--- src/rtl/prim_reg_responder.sv ---
// prim_reg_responder
// Bridges a valid/ready register bus to a bank of software-accessible
// subregisters. Each accepted request is decoded to a word index. A valid
// write raises a one-cycle write strobe carrying byte-merged write data. A
// valid read raises a one-cycle read strobe and returns the sampled register
// value. Every transaction produces exactly one response with an error flag.
//
// Ports:
//   clk_i, rst_i       clock, asynchronous active-high reset
//   req_valid/ready    request handshake
//   req_write          1 = write, 0 = read
//   req_addr           byte address (word aligned, index = req_addr[AW-1:2])
//   req_wdata, req_be  write data and byte enables
//   rsp_valid/ready    response handshake
//   rsp_rdata          read data (0 for writes and errors)
//   rsp_error          response carries an error
//   reg_we, reg_re     one-hot, one-cycle write / read strobes
//   reg_wd             merged write data shared by all subregisters
//   reg_qs             flattened current subregister values, reg i at [i*DW +: DW]
module prim_reg_responder #(
    parameter int DW    = 32,
    parameter int NREGS = 8,
    parameter int AW    = 8
) (
    input  logic                  clk_i,
    input  logic                  rst_i,
    input  logic                  req_valid,
    output logic                  req_ready,
    input  logic                  req_write,
    input  logic [AW-1:0]         req_addr,
    input  logic [DW-1:0]         req_wdata,
    input  logic [DW/8-1:0]       req_be,
    output logic                  rsp_valid,
    input  logic                  rsp_ready,
    output logic [DW-1:0]         rsp_rdata,
    output logic                  rsp_error,
    output logic [NREGS-1:0]      reg_we,
    output logic [NREGS-1:0]      reg_re,
    output logic [DW-1:0]         reg_wd,
    input  logic [NREGS*DW-1:0]   reg_qs
);

    localparam int BW = DW / 8;
    localparam int IW = AW - 2;

    typedef enum logic [0:0] {
        ST_IDLE = 1'b0,
        ST_RESP = 1'b1
    } state_e;

    state_e             state_r;
    logic [NREGS-1:0]   reg_we_r;
    logic [NREGS-1:0]   reg_re_r;
    logic [DW-1:0]      reg_wd_r;
    logic [DW-1:0]      rsp_rdata_r;
    logic               rsp_error_r;

    logic               accept_s;
    logic [IW-1:0]      idx_s;
    logic               addr_err_s;
    logic               be_err_s;
    logic               err_s;
    logic [NREGS-1:0]   onehot_s;
    logic [DW-1:0]      qs_sel_s;
    logic [DW-1:0]      merged_s;

    // Per byte: take the new write byte where enabled, else keep the current value.
    function automatic logic [DW-1:0] merge_bytes(
        input logic [DW-1:0] wdata,
        input logic [DW-1:0] cur,
        input logic [BW-1:0] be
    );
        logic [DW-1:0] res;
        res = {DW{1'b0}};
        for (int b = 0; b < BW; b++) begin
            res[b*8 +: 8] = be[b] ? wdata[b*8 +: 8] : cur[b*8 +: 8];
        end
        return res;
    endfunction

    // In RESP the bus may accept the next request in the same cycle the
    // current response is consumed, which sustains one transaction per cycle.
    assign req_ready = (state_r == ST_IDLE) || rsp_ready;
    assign accept_s  = req_valid && req_ready;

    // Address / byte-enable decode and readback selection for the request.
    always_comb begin
        idx_s      = req_addr[AW-1:2];
        addr_err_s = (req_addr[1:0] != 2'b00) || (int'(idx_s) >= NREGS);
        be_err_s   = req_write && (req_be == {BW{1'b0}});
        err_s      = addr_err_s || be_err_s;
        onehot_s   = {NREGS{1'b0}};
        qs_sel_s   = {DW{1'b0}};
        // AND-OR mux: an out-of-range index selects nothing and yields zero.
        for (int i = 0; i < NREGS; i++) begin
            onehot_s[i] = (idx_s == i[IW-1:0]);
            qs_sel_s    = qs_sel_s | (reg_qs[i*DW +: DW] & {DW{onehot_s[i]}});
        end
        merged_s = merge_bytes(req_wdata, qs_sel_s, req_be);
    end

    // Response FSM with registered strobes, write data and response fields.
    always_ff @(posedge clk_i or posedge rst_i) begin
        if (rst_i) begin
            state_r     <= ST_IDLE;
            reg_we_r    <= {NREGS{1'b0}};
            reg_re_r    <= {NREGS{1'b0}};
            reg_wd_r    <= {DW{1'b0}};
            rsp_rdata_r <= {DW{1'b0}};
            rsp_error_r <= 1'b0;
        end else begin
            // Strobes are pulses: they only fire in the cycle after an accept,
            // so back-pressure on the response never repeats them.
            reg_we_r <= {NREGS{1'b0}};
            reg_re_r <= {NREGS{1'b0}};
            case (state_r)
                ST_IDLE, ST_RESP: begin
                    if (accept_s) begin
                        state_r <= ST_RESP;
                        if (err_s) begin
                            // reg_wd intentionally keeps its previous value.
                            rsp_rdata_r <= {DW{1'b0}};
                            rsp_error_r <= 1'b1;
                        end else if (req_write) begin
                            reg_we_r    <= onehot_s;
                            reg_wd_r    <= merged_s;
                            rsp_rdata_r <= {DW{1'b0}};
                            rsp_error_r <= 1'b0;
                        end else begin
                            reg_re_r    <= onehot_s;
                            rsp_rdata_r <= qs_sel_s;
                            rsp_error_r <= 1'b0;
                        end
                    end else if ((state_r == ST_RESP) && rsp_ready) begin
                        state_r <= ST_IDLE;
                    end else begin
                        state_r <= state_r;
                    end
                end
                default: begin
                    state_r <= ST_IDLE;
                end
            endcase
        end
    end

    assign rsp_valid = (state_r == ST_RESP);
    assign rsp_rdata = rsp_rdata_r;
    assign rsp_error = rsp_error_r;
    assign reg_we    = reg_we_r;
    assign reg_re    = reg_re_r;
    assign reg_wd    = reg_wd_r;

endmodule

--- config.mk ---
export PLATFORM = sky130hd
export DESIGN_NAME = prim_reg_responder
export DESIGN_NICKNAME = d
export VERILOG_FILES = /design/src/rtl/prim_reg_responder.sv
export SDC_FILE = /design/constraint.sdc
export NUM_CORES = 1
export LEC_CHECK = 0
export CORE_AREA = 3 3 149 151
export CTS_BUF_LIST = sky130_fd_sc_hd__clkbuf_4
export CTS_CLUSTER_DIAMETER = 40
export DETAILED_ROUTE_END_ITERATION = 6
export DIE_AREA = 0 0 152 154
export SLEW_MARGIN = 25
export SYNTH_ARGS = -nofsm -noshare
export SYNTH_HDL_FRONTEND = slang
export SYNTH_SLANG_ARGS = --single-unit
--- constraint.sdc ---
create_clock -name clk_i -period 2.9 [get_ports clk_i]
set_input_delay 0.725 -clock clk_i [delete_from_list [all_inputs] [get_ports clk_i]]
set_output_delay 0.725 -clock clk_i [all_outputs]
set_load 0.1 [all_outputs]
==> run summary <==
===========================================================================
RSZ-0062 raised after global routing                                     no
Placed wire-length estimate after detailed placement               21.64 mm
Total Routed Length                                                26.73 mm
Leakage component of the power                                     3.987 nW
Data arrival time of the critical path                              3.14 ns
Net switching fraction of the power                                  35.10%
Commonest cells after routing, fill and taps aside             sky130_fd_sc_hd__clkdlybuf4s50_1 (304), sky130_fd_sc_hd__buf_4 (133), sky130_fd_sc_hd__a22oi_1 (91)
Synthesized area divided by synthesized cell count                9.271 um2
Worst-case clock skew                                            0.02197 ns
Library cells used by synthesis                                          35
Worst Tran Pin Value                                              0.4594 ns
CTS H-tree depth                                                          3
Clock sink count                                                         82
Yosys warns                                                               0
Router iterations before antenna repair                                   5
Number of placement rows                                                 53
Count of nets after finishing                                         1,234
Post-CTS Resized                                                          0
Maximum clock insertion buffer count                                      2
Count of buffers inserted at the top-level ports                        387
Standard cell area after detailed placement                        9328 um2
Root buffer cell                                               sky130_fd_sc_hd__clkbuf_4
Combinational cell fraction of total power                            38.5%
Sequential power share                                                37.8%
Maximum number of pins on one net before global-route repair             83
Core area                                                        20,960 um2
Most common cell after layout, fill and taps aside             sky130_fd_sc_hd__clkdlybuf4s50_1
Synth Instances                                                         522
Insertion delay to the later sink of the worst-skew pair            0.44 ns
Final Wtd Congestion                                                 0.8418
TritonCTS clock tree                                                    yes
Register area share after synthesis                                  42.40%
GRT Util Overall                                                     21.97%
Final Cell Area                                                    9488 um2
Main area contributors after synthesis                         sky130_fd_sc_hd__dfrtp_1 (42%), sky130_fd_sc_hd__a22oi_1 (14%), sky130_fd_sc_hd__a22o_1 (8.1%), sky130_fd_sc_hd__clkbuf_1 (3.4%), sky130_fd_sc_hd__o22ai_1 (3.4%)
Seq cells post-synth                                                     82
Ratio of total power to cell area                              341.7 nW/um2
Switching power summed over all nets                               1.138 mW
Die area                                                         23,410 um2
Run status                                                     finished, final reports clean
Via count of the first global-routing pass                            6,308
Post-DR wirelength/cell                                            22.09 um
Global route overflow                                                     0
Number of routed nets with antenna violations                             0
Endpoint class of the critical path                               flip-flop
Width of the die                                                     152 um
Pins over their slew limit                                                0
Largest area contributor in the synthesized netlist            sky130_fd_sc_hd__dfrtp_1
Filler instances                                                      2,060
Area growth from synthesis to layout                                 96.04%
Worst Hold Margin                                                 0.4949 ns
Share of layout cells above drive strength 1                         19.16%
Internal Power                                                     2.104 mW
Worst hold path class                                               reg2reg
Highest attainable clock frequency                                356.2 MHz
Maximum ir drop on the vdd rail                                   0.2010 mV
Share of the synthesized area in the top cell type                   42.40%
Detailed-route DRC error count                                            0
First-pass GRT wire length                                         39.61 mm
Hold violation count in the final report                                  0
Cell area after technology mapping                                 4840 um2
CTS buffer count                                                          9
Part of the cycle the worst path needs                               96.81%
Final cell count without fillers                                      1,210
Number of failing setup endpoints in the final timing report              0
CTS Hold Buffers Added                                                    0
Syn Nets                                                                827
Clk pwr share                                                         23.7%
Data required, critical path                                        3.23 ns
Starting utilization of the core area                                23.10%
Max-capacitance violation count                                           0
Vias per Instance                                                     5.131
Count of pins on the block boundary                                     388
Count of placed standard cells including taps                         1,193
Slew headroom                                                        69.09%
Setup TNS after final layout                                           0 ns
Count of vias placed by the detailed router                           6,208
Post-CTS setup buffer count                                               0
CP max FO                                                                23
Initial antenna violation count                                           1
Type of element launching the critical path                      input port
Clock transition at path regs                                       0.14 ns
Fin crit period                                                    2.807 ns
Die span in y                                                        154 um
Worst Path Class, Setup                                              in2reg
Detailed Route Iter0 Violations                                         395
Utilization of the core after routing                                45.28%
===========================================================================
==> critical path: stages <==
cell and delay [ns]:
sky130_fd_sc_hd__clkdlybuf4s50_1 0.42, sky130_fd_sc_hd__or3_4 0.42, sky130_fd_sc_hd__or3_4 0.34, sky130_fd_sc_hd__or4b_4 0.67, sky130_fd_sc_hd__buf_12 0.21, sky130_fd_sc_hd__o311ai_0 0.35
==> sequential cells by signal, indices dropped and copies added (netlist names) <==
signal / cells
reg_wd: 32
rsp_rdata: 32
reg_re: 8
reg_we: 8
rsp_error: 1
rsp_valid: 1
==> stage by stage <==
step | total power [mW] | setup slack, ns
floorplan | 1.833 | 0.02703
global placement | 2.496 | -0.3044
detailed placement | 2.502 | -0.3863
CTS | 3.287 | 0.1067
global route | 3.393 | 0.04549
finish | 3.242 | 0.09263
==> power groups by stage <==
stage,Clock (mW),Sequential [mW],Combinational (mW)
global route,0.850,1.23,1.31
global placement,0,1.25,1.25
CTS,0.802,1.23,1.26
floorplan,0,1.62,0.216
finish,0.768,1.23,1.25
detailed placement,0,1.25,1.26
==> cell usage after synthesis <==
cell / instances
sky130_fd_sc_hd__a211oi_1: 3
sky130_fd_sc_hd__or3_1: 2
sky130_fd_sc_hd__or3_4: 2
sky130_fd_sc_hd__o22ai_1: 26
sky130_fd_sc_hd__dfrtp_1: 82
sky130_fd_sc_hd__o22a_1: 14
sky130_fd_sc_hd__a2111oi_0: 1
sky130_fd_sc_hd__nand2b_1: 10
sky130_fd_sc_hd__buf_6: 2
sky130_fd_sc_hd__a221o_1: 14
sky130_fd_sc_hd__mux2i_1: 3
sky130_fd_sc_hd__or4_1: 1
sky130_fd_sc_hd__a22o_1: 45
sky130_fd_sc_hd__or4b_4: 1
sky130_fd_sc_hd__nor2_1: 25
sky130_fd_sc_hd__nor3_1: 32
sky130_fd_sc_hd__nand2_1: 29
sky130_fd_sc_hd__inv_1: 2
sky130_fd_sc_hd__nand4bb_1: 1
sky130_fd_sc_hd__o211ai_1: 3
sky130_fd_sc_hd__a21oi_1: 12
sky130_fd_sc_hd__nor4b_2: 1
sky130_fd_sc_hd__clkbuf_1: 44
sky130_fd_sc_hd__mux2_2: 3
sky130_fd_sc_hd__buf_1: 5
sky130_fd_sc_hd__nor2b_1: 2
sky130_fd_sc_hd__and3_1: 14
sky130_fd_sc_hd__o2bb2ai_1: 1
sky130_fd_sc_hd__a22oi_1: 91
sky130_fd_sc_hd__nand3_1: 20
sky130_fd_sc_hd__o21ai_0: 21
sky130_fd_sc_hd__o32ai_1: 2
sky130_fd_sc_hd__buf_2: 3
sky130_fd_sc_hd__nor4_1: 2
sky130_fd_sc_hd__o311ai_0: 3
==> cells by family (layout without fill, tap and decap cells) <==
| kind of cell | count (synthesis) | count (layout) | synth area share (%) |
|---|---|---|---|
| compound gates | 236 | 236 | 36.66 |
| simple gates | 142 | 142 | 14.89 |
| flops | 82 | 82 | 42.40 |
| buf+inv | 56 | 468 | 4.731 |
| mux | 6 | 6 | 1.318 |
| other cells | 0 | 1 | 0 |
==> cell type report <==
type / count / area, um2 / share of cell area [%]
Antenna cell: 1 / 2.502 / 0.02637
Clock buffer: 9 / 67.56 / 0.7121
Clock inverter: 7 / 90.09 / 0.9495
Inverter: 2 / 8.758 / 0.09231
Multi-Input combinational cell: 384 / 2621 / 27.63
Sequential cell: 82 / 2052 / 21.63
Tap cell: 275 / 344.1 / 3.627
Timing Repair Buffer: 450 / 4302 / 45.34
==> worst paths after layout <==
path,start,to,slack [ns],depth (start not counted)
min,rsp_rdata[28],rsp_rdata[28],0.49,2
max in group asynchronous,rst_i,rsp_rdata[7],1.85,3
max reg2reg,rsp_valid,reg_wd[14],0.85,5
max,req_addr[5],reg_wd[14],0.09,6
min in group asynchronous,rst_i,reg_we[6],0.68,3
min reg2reg,rsp_rdata[28],rsp_rdata[28],0.49,2
==> layer usage <==
layer  track usage (%)  wire, um
met1             26.87     10620
met2             38.78     13660
met3             5.122      1926
met4             6.122       527
met5                 0         0
Power figures use the tool's default switching activity.
